<file path="config.mk">
export PLATFORM = sky130hd
export DESIGN_NAME = uart_rx_bit_timer
export DESIGN_NICKNAME = d
export VERILOG_FILES = /design/src/rtl/uart_rx_bit_timer.sv
export SDC_FILE = /design/constraint.sdc
export NUM_CORES = 1
export LEC_CHECK = 0
export CAP_MARGIN = 5
export CORE_MARGIN = 5
export CORE_UTILIZATION = 35
export CTS_CLUSTER_SIZE = 20
export DETAILED_ROUTE_END_ITERATION = 16
export PLACE_DENSITY = 0.59
export SLEW_MARGIN = 20
export SYNTH_ARGS = -nofsm -noshare
export SYNTH_HDL_FRONTEND = slang
export SYNTH_SLANG_ARGS = --single-unit
</file>
<file path="constraint.sdc">
create_clock -name CLK -period 2.8 [get_ports CLK]
set_input_delay 0.28 -clock CLK [delete_from_list [all_inputs] [get_ports CLK]]
set_output_delay 0.28 -clock CLK [all_outputs]
set_load 0.005 [all_outputs]
</file>
<file path="src/rtl/uart_rx_bit_timer.sv">
// Oversampling edge counter and frame bit counter for one UART RX frame.
// Emits early/mid/late sample strobes, bit_done and frame_done to the RX datapath.
module uart_rx_bit_timer #(
   parameter int PRESCALE_WD = 6,
   parameter int BIT_CNT_WD  = 4
) (
   input  logic                   CLK,
   input  logic                   RST,
   input  logic [PRESCALE_WD-1:0] prescale,
   input  logic [BIT_CNT_WD-1:0]  frame_bits,
   input  logic                   start,
   input  logic                   abort,
   output logic                   busy,
   output logic [PRESCALE_WD-1:0] edge_count,
   output logic [BIT_CNT_WD-1:0]  bit_count,
   output logic                   sample_strb,
   output logic [1:0]             sample_idx,
   output logic                   bit_done,
   output logic                   frame_done,
   output logic                   cfg_err
);

   typedef enum logic {IDLE, RUN} state_t;

   state_t                 state_reg, state_next;
   logic [PRESCALE_WD-1:0] edge_reg, edge_next;
   logic [BIT_CNT_WD-1:0]  bit_reg, bit_next;
   logic [PRESCALE_WD-1:0] p_reg, p_next;
   logic [BIT_CNT_WD-1:0]  n_reg, n_next;
   logic                   cfg_err_reg, cfg_err_next;

   logic                   cfg_legal;
   logic [PRESCALE_WD-1:0] p_last, s_mid, s_early, s_late;
   logic [BIT_CNT_WD-1:0]  n_last;
   logic                   last_edge, last_bit;

   assign cfg_legal = (prescale >= PRESCALE_WD'(4)) && (frame_bits != '0);

   // All decode thresholds come from the shadow copies, never the live inputs.
   assign p_last  = p_reg - PRESCALE_WD'(1);
   assign s_mid   = p_reg >> 1;
   assign s_early = s_mid - PRESCALE_WD'(1);
   assign s_late  = s_mid + PRESCALE_WD'(1);
   assign n_last  = n_reg - BIT_CNT_WD'(1);

   assign last_edge = (edge_reg == p_last);
   assign last_bit  = (bit_reg == n_last);

   always_ff @(posedge CLK or posedge RST) begin
      if (RST) begin
         state_reg   <= IDLE;
         edge_reg    <= '0;
         bit_reg     <= '0;
         p_reg       <= '0;
         n_reg       <= '0;
         cfg_err_reg <= 1'b0;
      end else begin
         state_reg   <= state_next;
         edge_reg    <= edge_next;
         bit_reg     <= bit_next;
         p_reg       <= p_next;
         n_reg       <= n_next;
         cfg_err_reg <= cfg_err_next;
      end
   end

   always_comb begin
      state_next   = state_reg;
      edge_next    = edge_reg;
      bit_next     = bit_reg;
      p_next       = p_reg;
      n_next       = n_reg;
      cfg_err_next = 1'b0;
      case (state_reg)
         IDLE: begin
            // abort has priority over start while idle
            if (start && !abort) begin
               if (cfg_legal) begin
                  state_next = RUN;
                  edge_next  = '0;
                  bit_next   = '0;
                  p_next     = prescale;
                  n_next     = frame_bits;
               end else begin
                  cfg_err_next = 1'b1;
               end
            end
         end
         RUN: begin
            if (abort) begin
               state_next = IDLE;
               edge_next  = '0;
               bit_next   = '0;
            end else if (last_edge) begin
               edge_next = '0;
               if (last_bit) begin
                  state_next = IDLE;
                  bit_next   = '0;
               end else begin
                  bit_next = bit_reg + BIT_CNT_WD'(1);
               end
            end else begin
               edge_next = edge_reg + PRESCALE_WD'(1);
            end
         end
         default: state_next = IDLE;
      endcase
   end

   always_comb begin
      sample_strb = 1'b0;
      sample_idx  = 2'd0;
      if (busy) begin
         if (edge_reg == s_early) begin
            sample_strb = 1'b1;
            sample_idx  = 2'd0;
         end else if (edge_reg == s_mid) begin
            sample_strb = 1'b1;
            sample_idx  = 2'd1;
         end else if (edge_reg == s_late) begin
            sample_strb = 1'b1;
            sample_idx  = 2'd2;
         end
      end
   end

   assign busy       = (state_reg == RUN);
   assign edge_count = edge_reg;
   assign bit_count  = bit_reg;
   assign bit_done   = busy && last_edge;
   assign frame_done = bit_done && last_bit;
   assign cfg_err    = cfg_err_reg;

endmodule

</file>
==> flow_summary.ini, run 1 <==
[run_status]
status = completed

[routing]
drt-vias-per-instance = 5.229
drtPass1Iterations = 4
drtIter0Drc = 54
wire_per_inst_um = 14.78
vias = 1438
ant_nets = 0
postRouteWirelength_um = 4064
drc = 0

[grt]
grt-ovfl-total = 0
grt_antenna_before_repair = 0
grt_max_degree = 23
first_global_vias = 1455
grt_pass1_wl_um = 6782
track_usage_pct = 13.71

[setup_path]
ff2ff_setup_slack_ns = 0.48
timing.critical_path.from = p_reg[1]$_DFFE_PP0P_
start_kind = flop
reg2reg_from = p_reg[1]$_DFFE_PP0P_
end_kind = output pin
worstRegToRegCells = 11
critPathMaxFanout = 4
crit_end = sample_strb
critical_path_required_ns = 2.52
arrival_ns = 2.35
crit_type = flop to output pin
worstReg2RegEnd = edge_count[4]$_DFFE_PP0P_

[sta]
finClkSkew_ns = 0.003685
hold_viol_final = 0
period_share_pct = 93.99
hold_ws_ns = 0.4890
setup_ws_ns = 0.1683
max_clock_freq_mhz = 380.0
setup_viol = 0
period_needed_ns = 2.632
max_slew_margin_pct = 43.02
drv_slew = 0
tightest_slew_ns = 0.8537
setup-tns-final_ns = 0

[yosys]
synth_area_um2 = 1643
synth_top_area_share_pct = 33.51
syn-num-nets = 200
netlist_top_cells_count = 22 x dfrtp_1, 20 x nand2_1, 13 x o21ai_0, 13 x xor2_1, 10 x xnor2_1
syn_area_per_cell_um2 = 9.178
synth_edf_count = 0
ys.flop_type = dfrtp_1
seq_area_frac_synth_pct = 33.51
synth_area_leaders = dfrtp_1 34%, xor2_1 6.9%, ha_1 5.3%, xnor2_1 5.3%, nand2_1 4.6%
async_reset_ff_share_pct = 100.0
synth_cell_types = 46
synth_most_common_cell = dfrtp_1
synth_area_leader_cell = dfrtp_1
yosys_warnings = 0
syn_inst = 179
ys_ff_latch = 22

[run]
maxCapViolCount = 0

[floorplanning]
fp-row-count = 25
coreArea_um2 = 4629
fp.dieArea_um2 = 6164
die_w_um = 78.51
die-height_um = 78.51
top_level_ports = 31
initial_core_util_pct = 35.49

[pwr]
swShare_pct = 43.64
power_leakage_nw = 0.9951
p_int_w = 0.001185
p_per_area_nw_per_um2 = 946.3
power_frac_comb_pct = 64.3
peakVddDrop_uv = 384.5
clkPwrFrac_pct = 9.3
switching_power_w = 0.0009171
seqPwrFrac_pct = 26.4

[min_path]
hp-class = input pin to async pin

[placement]
place_hpwl_um = 2992
dp.cells = 264
io_buffers = 30
place_congestion = 0.7548
post-place-ws_ns = 0.06195

[cells_and_area]
multi_input_area_um2 = 1089
nFillCells = 465
synthToLayoutAreaGrowth_pct = 35.19
final_cells = 275
drive_gt1_share_pct = 21.27
n_antenna_cell = 0
nets = 244
final-seq-area_um2 = 553.0

[cts]
clkTransAtPathRegs_ns = 0.07
cts_tree = done
clock_sinks = 22
cts-root-buf = clkbuf_8
clk-insertion-delay-late_ns = 0.26
htree_num_levels = 1
cts_buffers = 3
clock_path_buffers = 2
==> timing repair <==
action,4_1_cts,5_1_grt
gates resized for setup,5,14
pin swaps,1,3
setup buffers,3,5
setup endpoints to repair,2,4
hold buffers,0,0
==> worst max-delay path, stage by stage (launching register included) <==
cell             delay [ns]
dfrtp_1                0.39
inv_2                  0.09
ha_2                   0.18
nor3b_4                0.22
buf_4                  0.15
o211ai_1               0.09
nor4_1                 0.29
o21ai_0                0.11
nand2b_1               0.09
clkdlybuf4s50_1        0.49
==> power by group through the flow <==
stage,registers (W),logic [W],clock network [W]
final,0.000555,0.00135,0.000196
after global routing,0.000570,0.00150,0.000221
after CTS,0.000555,0.00122,0.000203
after detailed placement,0.000556,0.00113,0
after global placement,0.000554,0.00113,0
after floorplan,0.000495,0.000858,0
==> how the worst min path moves through the flow <==
stage | to | cells past startpoint | startpoint | slack [ns]
floorplan | bit_count[0]$_DFFE_PP0P_ | 1 | RST | 0.27
global placement | n_reg[3]$_DFFE_PP0P_ | 1 | n_reg[3]$_DFFE_PP0P_ | 0.55
detailed placement | n_reg[3]$_DFFE_PP0P_ | 1 | n_reg[3]$_DFFE_PP0P_ | 0.56
CTS | n_reg[3]$_DFFE_PP0P_ | 2 | RST | 0.53
global route | n_reg[2]$_DFFE_PP0P_ | 2 | RST | 0.58
finish | n_reg[3]$_DFFE_PP0P_ | 2 | RST | 0.49
==> cells in the final DEF, fill, tap and decap left out, drive strengths merged, types with 2 or more instances in the layout <==
| cell | Yosys | routed |
|---|---|---|
| o211ai | 2 | 2 |
| xor2 | 13 | 13 |
| a211oi | 2 | 2 |
| a221o | 2 | 2 |
| buf | 6 | 18 |
| o2bb2ai | 2 | 2 |
| and2 | 3 | 3 |
| nand3 | 4 | 4 |
| a21o | 3 | 3 |
| nand4b | 2 | 2 |
| nand2 | 20 | 20 |
| nand3b | 2 | 2 |
| clkdlybuf4s50 | 0 | 28 |
| xnor2 | 10 | 10 |
| nor3b | 6 | 6 |
| ha | 7 | 7 |
| clkbuf | 3 | 3 |
| o21ai | 13 | 13 |
| nand2b | 4 | 4 |
| a21oi | 7 | 7 |
| nor3 | 6 | 6 |
| dfrtp | 22 | 22 |
| and3 | 3 | 3 |
| mux2 | 4 | 4 |
| inv | 8 | 8 |
| nor4 | 5 | 5 |
| dlymetal6s2s | 0 | 2 |
| nor2 | 6 | 6 |
| nor2b | 5 | 5 |
==> layout make-up <==
class / instances / area share [%]
flip-flops and latches: 22 / 24.90
multi-input cells: 140 / 49.01
inverters: 8 / 1.352
well taps: 54 / 3.042
repair buffers: 48 / 19.83
clock buffers: 3 / 1.859
==> logic make-up (layout without fill, tap and decap cells) <==
group	Yosys count	in the layout	synth area share (%)
adder cells (fa/ha/maj)	7	7	5.331
buffers and inverters	17	59	5.026
multiplexers	4	4	2.970
AO/OA/AOI/OAI	38	38	16.45
AND/OR/NAND/NOR	68	68	24.45
flip-flops	22	22	33.51
XOR/XNOR	23	23	12.26
==> through the flow <==
stage               area [um2]  power (W)  util (%)
floorplan                 1643   0.001353         -
detailed placement        2033   0.001688     43.92
CTS                       2123   0.001976     45.86
global route              2221   0.002287     47.97
global placement          2033   0.001681     43.92
finish                    2221   0.002102     47.97
==> metal layers <==
metal / GRT usage (%) / wire [um] / up-vias
met5: 0 / 0 / -
li1: - / - / 713
met2: 23.43 / 2028 / 26
met3: 2.408 / 158 / 6
met4: 4.196 / 53 / 0
met1: 17.51 / 1824 / 693
Power figures use the tool's default switching activity.
==> run 2, diff against run 1 <==
--- a/config.mk
+++ b/config.mk
@@ -6,7 +6,6 @@
 export NUM_CORES = 1
 export LEC_CHECK = 0
 export CAP_MARGIN = 5
-export CORE_MARGIN = 5
 export CORE_UTILIZATION = 35
 export CTS_CLUSTER_SIZE = 20
 export DETAILED_ROUTE_END_ITERATION = 16
==> flow_summary.ini, run 2 (same netlist as run 1, synthesis figures left out) <==
[floorplanning]
top_level_ports = 31
fp.dieArea_um2 = 4972
coreArea_um2 = 4444
die-height_um = 70.51
die_w_um = 70.51
initial_core_util_pct = 36.97
fp-row-count = 24

[cells_and_area]
multi_input_area_um2 = 1086
n_antenna_cell = 0
drive_gt1_share_pct = 21.52
synthToLayoutAreaGrowth_pct = 35.64
final_cell_mix = 29 x clkdlybuf4s50_1, 20 x nand2_1, 20 x dfrtp_1, 20 x buf_4, 13 x o21ai_0
nFillCells = 433
final-seq-area_um2 = 553.0
final_common_cell = clkdlybuf4s50_1
nets = 246

[sta]
max_slew_margin_pct = 44.32
period_share_pct = 94.35
max_clock_freq_mhz = 378.5
setup_viol = 0
drv_slew = 0
tightest_slew_ns = 0.8342
setup_ws_ns = 0.1583
finClkSkew_ns = 0.004312
hold_ws_ns = 0.4834
period_needed_ns = 2.642
hold_viol_final = 0
setup-tns-final_ns = 0

[routing]
drt-vias-per-instance = 5.418
wire_per_inst_um = 15.29
ant_nets = 0
vias = 1490
drtPass1Iterations = 10
postRouteWirelength_um = 4206
drc = 4
drtIter0Drc = 67

[cts]
clk-insertion-delay-late_ns = 0.26
clock_path_buffers = 2
cts_buffers = 3
clock_sinks = 22
clkTransAtPathRegs_ns = 0.07
cts_hold_buf = 0
cts_tree = done
cts-root-buf = clkbuf_8
htree_num_levels = 1

[grt]
track_usage_pct = 18.15
grt_pass1_wl_um = 7127
grt_antenna_before_repair = 0
grt-ovfl-total = 0
grt_max_degree = 23
first_global_vias = 1539

[pwr]
p_per_area_nw_per_um2 = 963.5
power_leakage_nw = 0.9738
peakVddDrop_uv = 390.3
total_power_w = 0.002147

[placement]
post-place-ws_ns = 0.1541
place_hpwl_um = 3188
io_buffers = 30
place_congestion = 0.7964

[setup_path]
critical_path_required_ns = 2.52
timing.critical_path.from = p_reg[2]$_DFFE_PP0P_
crit_top_cell = buf_4
worstRegToRegCells = 10
path_cells = inv_1 -> buf_4 -> ha_1 -> nand2_1 -> a21oi_1 -> nand4b_4 -> nor4_4 -> buf_4 -> and2_1 -> clkdlybuf4s50_1
critPathMaxFanout = 3
end_kind = output pin
crit_type = flop to output pin
crit_path_max_incr_delay_ns = 0.51
arrival_ns = 2.36
crit_end = bit_done
ff2ff_setup_slack_ns = 0.44
cp_slowest_cell = clkdlybuf4s50_1
reg2reg_from = p_reg[2]$_DFFE_PP0P_
worstReg2RegEnd = bit_count[1]$_DFFE_PP0P_
start_kind = flop

[run]
maxCapViolCount = 0

[run_status]
violations = design-rule violations
status = finished, violations left

[min_path]
hp-class = input pin to async pin
-- run 2: how the worst min path moves through the flow --
stage | to | cells past startpoint | startpoint
finish | n_reg[2]$_DFFE_PP0P_ | 2 | RST
global route | n_reg[2]$_DFFE_PP0P_ | 2 | RST
CTS | busy$_DFF_PP0_ | 2 | RST
detailed placement | n_reg[3]$_DFFE_PP0P_ | 1 | n_reg[3]$_DFFE_PP0P_
global placement | n_reg[3]$_DFFE_PP0P_ | 1 | n_reg[3]$_DFFE_PP0P_
floorplan | bit_count[0]$_DFFE_PP0P_ | 1 | RST
-- run 2: layer usage --
metal,global-route usage (%),wire length (um),up-vias
met5,0,0,-
met4,7.256,92,0
met3,2.020,135,11
met2,34.20,2224,41
met1,20.76,1754,720
li1,-,-,718
-- run 2: cell type report --
class | instances | area share (%)
clock buffer | 3 | 1.853
multi-input combinational | 140 | 48.74
sequential | 22 | 24.82
timing repair buffer | 50 | 20.33
inverter | 8 | 1.348
tap | 52 | 2.920
-- run 2: timing repair --
action,in CTS,in global routing
buffers inserted,2,4
setup endpoints to repair,2,4
gates resized for setup,5,12
pin swaps,1,3
-- run 2: where the power goes --
| part | internal [W] | switching [W] |
|---|---|---|
| logic | 0.000698 | 0.000694 |
| clock network | 0.0000960 | 0.0000991 |
| registers | 0.000416 | 0.000143 |
| total | 0.00121 | 0.000937 |
-- run 2: worst max-delay path: cells and delay by family (launching register included) --
family	cells	cell delay, ns
compound gates	1	0.08
fa+ha+maj	1	0.17
buf+inv	4	0.86
flops	1	0.35
simple gates	4	0.66
-- run 2: stage by stage --
stage | util (%) | instances | instance area, um2
6_report | 50.14 | 275 | 2228
5_1_grt | 50.14 | 275 | 2228
4_1_cts | 48.11 | 271 | 2138
3_5_place_dp | 46.37 | 266 | 2061
3_3_place_gp | 46.37 | 266 | 2061
2_1_floorplan | - | 179 | 1643
==> run 3, diff against run 2 <==
--- a/config.mk
+++ b/config.mk
@@ -6,10 +6,10 @@
 export NUM_CORES = 1
 export LEC_CHECK = 0
 export CAP_MARGIN = 5
-export CORE_UTILIZATION = 35
+export CORE_UTILIZATION = 50
 export CTS_CLUSTER_SIZE = 20
 export DETAILED_ROUTE_END_ITERATION = 16
-export PLACE_DENSITY = 0.59
+export PLACE_DENSITY = 0.79
 export SLEW_MARGIN = 20
 export SYNTH_ARGS = -nofsm -noshare
 export SYNTH_HDL_FRONTEND = slang
==> flow_summary.ini, run 3 (same netlist as run 1, synthesis figures left out) <==
[run_status]
status = completed

[floorplanning]
top_level_ports = 31
coreArea_um2 = 3078
die-height_um = 59.32
fp-row-count = 20
die_w_um = 59.32
initial_core_util_pct = 53.37
fp.dieArea_um2 = 3519

[pwr]
p_per_area_nw_per_um2 = 973.2
peakVddDrop_uv = 504.1
power_leakage_nw = 0.9938

[sta]
hold_ws_ns = 0.4205
period_needed_ns = 2.680
finClkSkew_ns = 0.01032
hold_viol_final = 0
setup_viol = 0
tightest_slew_ns = 0.8523
setup_ws_ns = 0.1205
period_share_pct = 95.70
max_clock_freq_mhz = 373.2
max_slew_margin_pct = 43.12
drv_slew = 0

[cts]
cts-root-buf = clkbuf_4
clk-insertion-delay-late_ns = 0.32
htree_num_levels = 1
cts_buffers = 3
clock_path_buffers = 2
cts_tree = done
clock_sinks = 22
clkTransAtPathRegs_ns = 0.12

[setup_path]
reg2reg_from = p_reg[2]$_DFFE_PP0P_
ff2ff_setup_slack_ns = 0.35
crit_type = flop to output pin
critPathMaxFanout = 4
arrival_ns = 2.40
worstRegToRegCells = 10
timing.critical_path.from = p_reg[2]$_DFFE_PP0P_
worstReg2RegEnd = bit_count[1]$_DFFE_PP0P_
critical_path_required_ns = 2.52
start_kind = flop
end_kind = output pin

[routing]
drt-vias-per-instance = 5.519
vias = 1479
drtPass1Iterations = 4
ant_nets = 0
wire_per_inst_um = 15.57
drtIter0Drc = 69
postRouteWirelength_um = 4173
drc = 0

[cells_and_area]
final_common_cell = clkdlybuf4s50_1
design_area_um2 = 2247
synthToLayoutAreaGrowth_pct = 36.79
drive_gt1_share_pct = 24.55
nets = 247
final-seq-area_um2 = 553.0
final_cell_mix = 28 x clkdlybuf4s50_1, 21 x buf_4, 20 x dfrtp_1, 18 x nand2_1, 13 x o21ai_0
multi_input_area_um2 = 1127
n_antenna_cell = 0
nFillCells = 221

[run]
maxCapViolCount = 0

[grt]
grt_max_degree = 23
grt_pass1_wl_um = 6789
grt_antenna_before_repair = 0
grt-ovfl-total = 0
track_usage_pct = 25.50
first_global_vias = 1436

[placement]
post-place-ws_ns = 0.02250
place_hpwl_um = 2962
place_congestion = 0.9015
placed_area_um2 = 2036
io_buffers = 30

[min_path]
hp-class = input pin to async pin
## run 3: cell count changes in the layout (fill, tap and decap cells not counted), moves of 2 or more
cell	delta
clkbuf_8	-3
clkbuf_4	+3
nand2_1	-2
xnor2_1	-2
## run 3: worst max path at each step
stage          cells after the start  slack [ns]                       end
2_1_floorplan                      9        0.52  bit_count[1]$_DFFE_PP0P_
3_3_place_gp                       9        0.18                frame_done
3_5_place_dp                       9        0.02                frame_done
4_1_cts                            8        0.01                  bit_done
5_1_grt                            9       -0.03               sample_strb
6_report                           9        0.12               sample_strb
## run 3: final cells by class
| cell class | instances | area share, % |
|---|---|---|
| Multi-Input combinational cell | 140 | 50.17 |
| Sequential cell | 22 | 24.61 |
| Timing Repair Buffer | 51 | 20.43 |
| Tap cell | 44 | 2.450 |
| Inverter | 8 | 1.336 |
| Clock buffer | 3 | 1.002 |
## run 3: layer usage
layer	track usage [%]	wire [um]	vias to the layer above
met1	32.13	1724	718
met4	9.184	69	0
li1	-	-	719
met5	0	0	-
met2	45.75	2269	35
met3	1.528	110	7
## run 3: worst max-delay path, cell delays in order (launching register included)
cell and delay (ns):
dfrtp_1 0.39, inv_2 0.07, buf_4 0.14, ha_1 0.31
xor2_2 0.19, o211ai_1 0.12, nor4_1 0.17, o21ai_0 0.11
nand2b_1 0.09, clkdlybuf4s50_1 0.49
## run 3: stage by stage
step                      total power [W]  cells  util, %   TNS, ns
after floorplan                  0.001353    179        -         0
after global placement           0.001663    256    66.14         0
after detailed placement         0.001716    256    66.14         0
after CTS                        0.001938    262    68.33         0
after global routing             0.002349    268    73.01  -0.03966
final                            0.002187    268    73.01         0
## run 3: what timing repair did
item / in CTS / in global routing
hold buffers: 0 / 0
endpoints found under the setup margin: 2 / 4
resized for setup: 6 / 20
pin swaps: 1 / 5
setup buffers: 3 / 6
gates cloned: 0 / 0
## run 3: power by group
part | switching (W) | internal, W | total [W]
Sequential | 0.000137 | 0.000416 | 0.000552
Combinational | 0.000758 | 0.000730 | 0.00149
Clock | 0.0000955 | 0.0000504 | 0.000146
